File: src/rtl/fifo_stream_pkg.sv
// Shared constants and helpers for the FIFO read-side drain stage.
package fifo_stream_pkg;

    localparam int unsigned BUF_DEPTH = 3;
    localparam int unsigned PTR_W     = 2;
    localparam int unsigned CNT_W     = 2;

    // Advance a buffer pointer, wrapping from the last entry back to 0.
    function automatic logic [PTR_W-1:0] ptr_inc(input logic [PTR_W-1:0] p);
        return (p == PTR_W'(BUF_DEPTH - 1)) ? '0 : p + 1'b1;
    endfunction

endpackage

File: src/rtl/fifo_rd_stream_if.sv
// FIFO read port plus valid/ready output stream seen by the drain stage.
interface fifo_rd_stream_if #(
    parameter int unsigned WIDTH = 8
);
    logic             fifo_empty;
    logic [WIDTH-1:0] fifo_rd_data;
    logic             fifo_rd_en;
    logic             m_valid;
    logic             m_ready;
    logic [WIDTH-1:0] m_data;
    logic             m_last;

    modport master (
        input  fifo_empty, fifo_rd_data, m_ready,
        output fifo_rd_en, m_valid, m_data, m_last
    );

    modport slave (
        output fifo_empty, fifo_rd_data, m_ready,
        input  fifo_rd_en, m_valid, m_data, m_last
    );
endinterface

File: src/rtl/fifo_rd_skid_buf.sv
// Three-entry circular buffer absorbing the FIFO read latency.
module fifo_rd_skid_buf
    import fifo_stream_pkg::*;
#(
    parameter int unsigned WIDTH = 8
) (
    input  logic             clk,
    input  logic             rst,
    input  logic             push,
    input  logic [WIDTH-1:0] push_data,
    input  logic             pop,
    output logic [WIDTH-1:0] head_data,
    output logic [CNT_W-1:0] cnt
);
    logic [WIDTH-1:0] mem_q [BUF_DEPTH];
    logic [PTR_W-1:0] head_q, head_d, tail_q, tail_d;
    logic [CNT_W-1:0] cnt_q, cnt_d;

    always_comb begin
        head_d = head_q;
        tail_d = tail_q;
        cnt_d  = cnt_q;
        if (push) tail_d = ptr_inc(tail_q);
        if (pop)  head_d = ptr_inc(head_q);
        unique case ({push, pop})
            2'b10:   cnt_d = cnt_q + 1'b1;
            2'b01:   cnt_d = cnt_q - 1'b1;
            default: cnt_d = cnt_q;
        endcase
    end

    always_ff @(posedge clk) begin
        if (rst) begin
            for (int i = 0; i < int'(BUF_DEPTH); i++) mem_q[i] <= '0;
            head_q <= '0;
            tail_q <= '0;
            cnt_q  <= '0;
        end else begin
            if (push) mem_q[tail_q] <= push_data;
            head_q <= head_d;
            tail_q <= tail_d;
            cnt_q  <= cnt_d;
        end
    end

    assign head_data = mem_q[head_q];
    assign cnt       = cnt_q;
endmodule

File: src/rtl/fifo_rd_stream.sv
// FIFO drain stage: credit-based read issue, capture buffer and packet framing.
module fifo_rd_stream
    import fifo_stream_pkg::*;
#(
    parameter int unsigned WIDTH   = 8,
    parameter int unsigned PKT_LEN = 4
) (
    input  logic             clk,
    input  logic             rst,
    input  logic             enable,
    fifo_rd_stream_if.master bus
);
    localparam int unsigned BEAT_W = (PKT_LEN > 1) ? $clog2(PKT_LEN) : 1;

    logic              inflight_q, inflight_d;
    logic [BEAT_W-1:0] beat_q, beat_d;
    logic [CNT_W-1:0]  cnt;
    logic [WIDTH-1:0]  head_data;
    logic              rd_en_c, valid_c, pop_c, last_beat_c, credit_ok_c;

    // Credit counts both stored words and the word still in flight from the FIFO.
    assign credit_ok_c = (3'({1'b0, cnt}) + 3'(inflight_q)) < 3'(BUF_DEPTH);
    assign last_beat_c = (beat_q == BEAT_W'(PKT_LEN - 1));

    always_comb begin
        rd_en_c    = !rst && enable && !bus.fifo_empty && credit_ok_c;
        valid_c    = (cnt != '0);
        pop_c      = valid_c && bus.m_ready;
        inflight_d = rd_en_c;
        beat_d     = beat_q;
        if (pop_c) beat_d = last_beat_c ? '0 : beat_q + 1'b1;
    end

    always_ff @(posedge clk) begin
        if (rst) begin
            inflight_q <= 1'b0;
            beat_q     <= '0;
        end else begin
            inflight_q <= inflight_d;
            beat_q     <= beat_d;
        end
    end

    fifo_rd_skid_buf #(.WIDTH(WIDTH)) u_buf (
        .clk       (clk),
        .rst       (rst),
        .push      (inflight_q),
        .push_data (bus.fifo_rd_data),
        .pop       (pop_c),
        .head_data (head_data),
        .cnt       (cnt)
    );

    assign bus.fifo_rd_en = rd_en_c;
    assign bus.m_valid    = valid_c;
    assign bus.m_data     = head_data;
    assign bus.m_last     = valid_c && last_beat_c;
endmodule

File: src/flat_wrapper.sv
// flat-port wrapper written by rule: the top's interface ports become plain ports
module fifo_rd_stream_flat import fifo_stream_pkg::*;
#(
    parameter int unsigned WIDTH   = 8,
    parameter int unsigned PKT_LEN = 4
)
  (clk, rst, enable, bus_fifo_empty, bus_fifo_rd_data, bus_m_ready, bus_fifo_rd_en, bus_m_valid, bus_m_data, bus_m_last);
  fifo_rd_stream_if #(.WIDTH(WIDTH)) bus_i ();
  input  logic clk;
  input  logic rst;
  input  logic enable;
  input wire logic [$bits(bus_i.fifo_empty)-1:0] bus_fifo_empty;
  input wire logic [$bits(bus_i.fifo_rd_data)-1:0] bus_fifo_rd_data;
  input wire logic [$bits(bus_i.m_ready)-1:0] bus_m_ready;
  output wire logic [$bits(bus_i.fifo_rd_en)-1:0] bus_fifo_rd_en;
  output wire logic [$bits(bus_i.m_valid)-1:0] bus_m_valid;
  output wire logic [$bits(bus_i.m_data)-1:0] bus_m_data;
  output wire logic [$bits(bus_i.m_last)-1:0] bus_m_last;
  assign bus_i.fifo_empty = bus_fifo_empty;
  assign bus_i.fifo_rd_data = bus_fifo_rd_data;
  assign bus_i.m_ready = bus_m_ready;
  assign bus_fifo_rd_en = bus_i.fifo_rd_en;
  assign bus_m_valid = bus_i.m_valid;
  assign bus_m_data = bus_i.m_data;
  assign bus_m_last = bus_i.m_last;
  fifo_rd_stream #(.WIDTH(WIDTH), .PKT_LEN(PKT_LEN)) u_core (.clk(clk), .rst(rst), .enable(enable), .bus(bus_i));
endmodule
File: config.mk
export PLATFORM = sky130hd
export DESIGN_NAME = fifo_rd_stream_flat
export DESIGN_NICKNAME = d
export VERILOG_FILES = /design/src/rtl/fifo_stream_pkg.sv /design/src/rtl/fifo_rd_stream_if.sv /design/src/rtl/fifo_rd_skid_buf.sv /design/src/rtl/fifo_rd_stream.sv /design/src/flat_wrapper.sv
export SDC_FILE = /design/constraint.sdc
export NUM_CORES = 1
export LEC_CHECK = 0
export CORE_MARGIN = 4
export CORE_UTILIZATION = 53
export DETAILED_ROUTE_END_ITERATION = 6
export GPL_ROUTABILITY_DRIVEN = 0
export PLACE_DENSITY = 0.77
export SLEW_MARGIN = 30
export SYNTH_ARGS = -nofsm -noshare
export SYNTH_HDL_FRONTEND = slang
export SYNTH_SLANG_ARGS = --single-unit
export TNS_END_PERCENT = 10
File: constraint.sdc
create_clock -name clk -period 1.91 [get_ports clk]
set_clock_uncertainty 0.1 [all_clocks]
set_input_delay 0.382 -clock clk [delete_from_list [all_inputs] [get_ports clk]]
set_output_delay 0.382 -clock clk [all_outputs]
set_load 0.02 [all_outputs]
-- Word level (Yosys, flattened, before mapping)
Memory sizes are Yosys's and may differ from the RTL's. A register that Yosys moved wholly into a read port is not among the register bits.
Cells that the tools add are included.
- muxes and demuxes: 14
- $add $sub $neg: 6
- reduce and logical (&&, ||, !) cells: 10
- $lt $le $gt $ge: 1
- eq/ne operators: 5
- operators by type and width (operator ; count):
    2-to-1 mux 2 bit ; 6
    adder 2 x 1 -> 2 bit (second input constant) ; 4
    equality test 2 bit (second input constant) ; 4
    2-to-1 mux 8 bit ; 1
    OR reduction 8 bit ; 1
    2-to-1 mux 1 bit ; 6
    logical AND 1 bit ; 5
    case mux 2 bit (2 select lines) ; 1
    nonzero test 2 bit ; 2
    adder 2 x 1 -> 3 bit ; 1
    < comparator 3 x 2 -> 1 bit (second input constant) ; 1
    equality test 2 x 1 -> 1 bit (second input constant) ; 1
    logical NOT 1 bit ; 2
    subtractor 2 x 1 -> 2 bit (second input constant) ; 1
- RAM bits: 24
- output and inout bits: 11
- memories: 1
- input bits: 13
- register bits: 9
- word-level logic and storage cells: 42
- memory list (name ; words ; bits a word ; read ports ; clocked after memory_dff ; write ports ; line ; RTL):
    u_core.u_buf.mem_q ; 3 ; 8 ; 1 ; 1 ; 3 ; fifo_rd_skid_buf.sv:15 ; logic [WIDTH-1:0] mem_q [BUF_DEPTH];

-- Logic depth before layout (Yosys ltp)
- depth in word-level cells: 5
- mapped depth: 6
- depth with buffers taken out: 6

-- Modules after synthesis
Synthesis repeated with hierarchy kept, for this count alone.
- cells, all modules: 125
- area, all modules: 1883.1 um^2
- modules (own cells, without submodules) (module ; cells each ; area each (um^2) ; sequential area each (um^2) ; times used):
    fifo_rd_skid_buf ; 107 ; 1691.6 ; 1121.1 ; 1
    fifo_rd_stream ; 18 ; 191.4 ; 60.1 ; 1

-- Worst setup path before layout
OpenSTA, ideal clock, no wires.
- kind: reg2out
- start point: register u_core.u_buf.cnt_q[0] (netlist: u_core.u_buf.cnt[0])
- end point: output port bus_fifo_rd_en
- path buffers: 0
- stages on the path, launching flop included: 5
- required time: 1.428 ns
- setup slack: -0.118 ns
- data arrival time: 1.546 ns
- path through: dfxtp_1 ha_1 ha_1 or4b_1 a21oi_1
- cells in the longest elaborated chain, start to end: 3
- RTL lines (what ; line ; RTL):
    from (decl) ; fifo_rd_skid_buf.sv:17 ; logic [CNT_W-1:0] cnt_q, cnt_d;
    from (signal assigned) ; fifo_rd_skid_buf.sv:42 ; cnt_q <= cnt_d;
    adder 2 x 1 -> 3 bit ; fifo_rd_stream.sv:22 ; assign credit_ok_c = (3'({1'b0, cnt}) + 3'(inflight_q)) < 3'(BUF_DEPTH);
    < comparator 3 x 2 -> 1 bit ; fifo_rd_stream.sv:22 ;
    logical AND 1 bit ; fifo_rd_stream.sv:26 ; rd_en_c = !rst && enable && !bus.fifo_empty && credit_ok_c;
    to (decl) ; flat_wrapper.sv:15 ; output wire logic [$bits(bus_i.fifo_rd_en)-1:0] bus_fifo_rd_en;
No other way between the ends.

-- Final worst setup path
Ends and elaborated chain as after synthesis.

==> flow_summary_export.csv <==
group,metric,value,unit
run_status,status,"finished, violations left",
run_status,violations,"negative setup slack",
clock_network,cts.reportedPaths.clkPinSlew,0.12,ns
route,routed_wl,3.220,mm
yosys,synth_seq_area_share,65.06,%
clock_network,post_cts.repair.setup_buffers,0,
global_route,grt_max_degree,15,
setup_path,path_max_fanout,2,
route,drt-initial-drc-count,31,
timing,fin_hold_ws,0.3812,ns
timing,fmax,0.4463,GHz
cells_and_area,fin_area,2302,µm²
clock_network,clockBufferDepth,2,
global_route,grt_pass1_vias,1174,
timing,tightest_slew,0.5278,ns
power_and_ir_drop,p_leak,0.8767,nW
timing,finalHoldViolations,0,
route,ant_nets,0,
clock_network,cts_tree,"yes",
place,placed_cell_area,2228,µm²
place,post-place-ws,-0.6655,ns
place,io_buffer_count,23,
power_and_ir_drop,max-vdd-ir-drop,566.9,µV
yosys,syn-num-nets,140,
setup_path,start_kind,"flip-flop",
job,cap_violations,0,
route,drc,0,
timing,tns,-1.028,ns
die,die_area,4426,µm²
die,die_h,66.53,µm
yosys,synth_area_leaders,"edfxtp_1, dfxtp_1, mux4_2, and2_1, ha_1",
global_route,overflow,0,
yosys,synth_seq_cells,43,
global_route,antenna_found_initial,0,
power_and_ir_drop,p_per_area,858.7,nW/µm²
cells_and_area,layout_commonest_cell,"edfxtp_1",
timing,final-setup-viol-count,10,
yosys,yosys.area.top_type,"edfxtp_1",
cells_and_area,syn2layout_area_growth,26.81,%
setup_path,end_kind,"output port",
route,via_per_inst,5.300,
setup_path,cp.arrival,1.76,ns
die,row_count,20,
yosys,syn_inst,123,
timing,max_slew_margin,64.62,%
timing,maxSlewViolCount,0,
route,drt_pre_antenna_iters,4,
global_route,grt_pass1_wl,5.561,mm
setup_path,critPathKind,"reg2out",
yosys,syn_area,1815,µm²
yosys,yosysWarnings,0,
power_and_ir_drop,fin_total_pwr,1.977,mW
setup_path,worstPathRequired,1.43,ns
clock_network,numCtsBuffers,5,
route,wire_per_inst,15.33,µm
timing,period_share,117.3,%
place,dp_hpwl,2.306,mm
die,initial_core_util,57.58,%
timing,setup_slack,-0.3305,ns
route,vias,1113,
clock_network,cts_root_buffer,"clkbuf_4",
yosys,yosys.area.top_type_share,52.93,%
yosys,syn_avg_cell_area,14.76,µm²
timing,post-route-min-period,2.240,ns
worst_hold_path,worstHoldPathType,"reg2reg",
global_route,grt_use_total,17.56,%
clock_network,clkLatencyLatePin,0.35,ns
die,die_x,66.53,µm
cells_and_area,num-nets-final,182,
clock_network,ctsHoldBuffers,0,
cells_and_area,drive_above_1_share,32.53,%
yosys,ys_types,26,
die,io_pins,24,
clock_network,clock_sinks,43,
clock_network,cts-htree-levels,2,
cells_and_area,final_cell_mix,"edfxtp_1, and2_1, clkdlybuf4s50_1, buf_4, buf_2",
die,core_area,3153,µm²
timing,rsz0062_at_grt,"yes",
cells_and_area,diodes,0,
[routing by layer]
metal  global-route usage [%]  routed length (µm)  vias to the layer above  share of wire [%]
met5                        0                   0                        -                  0
met1                    19.98                1359                      545                 42
met4                    5.330                  42                        0                1.3
li1                         -                   -                      538                  -
met3                    5.734                 140                        7                4.3
met2                    31.10                1677                       23                 52
[sequential cells by signal, summed over array words and instances (netlist names), named ones only]
register and flops:
u_core.u_buf.tail_q 2, u_core.beat_q 2, u_core.u_buf.cnt 2, u_core.inflight_q 1
u_core.u_buf.head_q 2, u_core.u_buf.mem_q 32
[path summary, 6_finish.rpt]
path / start / endpoint / slack [ns] / depth (start not counted)
setup / recovery: u_core.u_buf.cnt[0] / bus_fifo_rd_en / -0.33 / 5
setup reg to reg: u_core.u_buf.cnt[0] / u_core.u_buf.cnt[1] / 0.27 / 6
hold reg to reg: u_core.beat_q[0] / u_core.beat_q[0] / 0.38 / 2
hold / removal: u_core.beat_q[0] / u_core.beat_q[0] / 0.38 / 2
[per-stage QoR]
step	instances	utilization, %
detailed placement	202	70.67
CTS	210	73.06
global route	210	73.02
finish	210	73.02
global placement	202	70.67
floorplan	123	-
[critical path, stage by stage (launching register included)]
cell and delay (ns):
dfxtp_2 0.35, ha_4 0.16, ha_4 0.14, or4b_4 0.50
a21oi_4 0.13, buf_6 0.13
[cell families after synthesis]
family	synth area share (%)
xor+xnor	0.9650
mux	11.10
buf+inv	1.309
flops	65.06
simple gates	15.30
fa+ha+maj	2.757
compound gates	3.514
[layout make-up]
type	instances	area (µm²)
repair buffers	38	314.1
fillers	241	850.8
well taps	44	55.05
clock buffers	5	37.54
inverters	3	11.26
clock inverters	3	43.79
multi-input cells	74	655.6
flip-flops and latches	43	1185
[cells in the mapped netlist, drive strengths merged]
cell    count
dfxtp      11
or2         1
or4b        1
and2       25
nand2       5
nor3        2
nor2        5
edfxtp     32
o21ai       2
mux2        1
or3b        1
mux4        8
nand2b      4
inv         3
clkbuf      1
xnor2       1
o21bai      2
buf         2
a21oi       7
ha          4
or3         3
mux2i       1
xor2        1
[power by group]
part           switching (mW)  internal (mW)
clock                   0.292          0.276
sequential             0.0255           1.05
combinational           0.160          0.177
[what timing repair did]
action,in CTS,in global routing
pin swaps,2,2
endpoints found under the hold margin,0,0
resized for setup,54,2
setup endpoints to repair,11,19
cloned,0,0
Note: power is estimated with default switching activity, not from simulation.
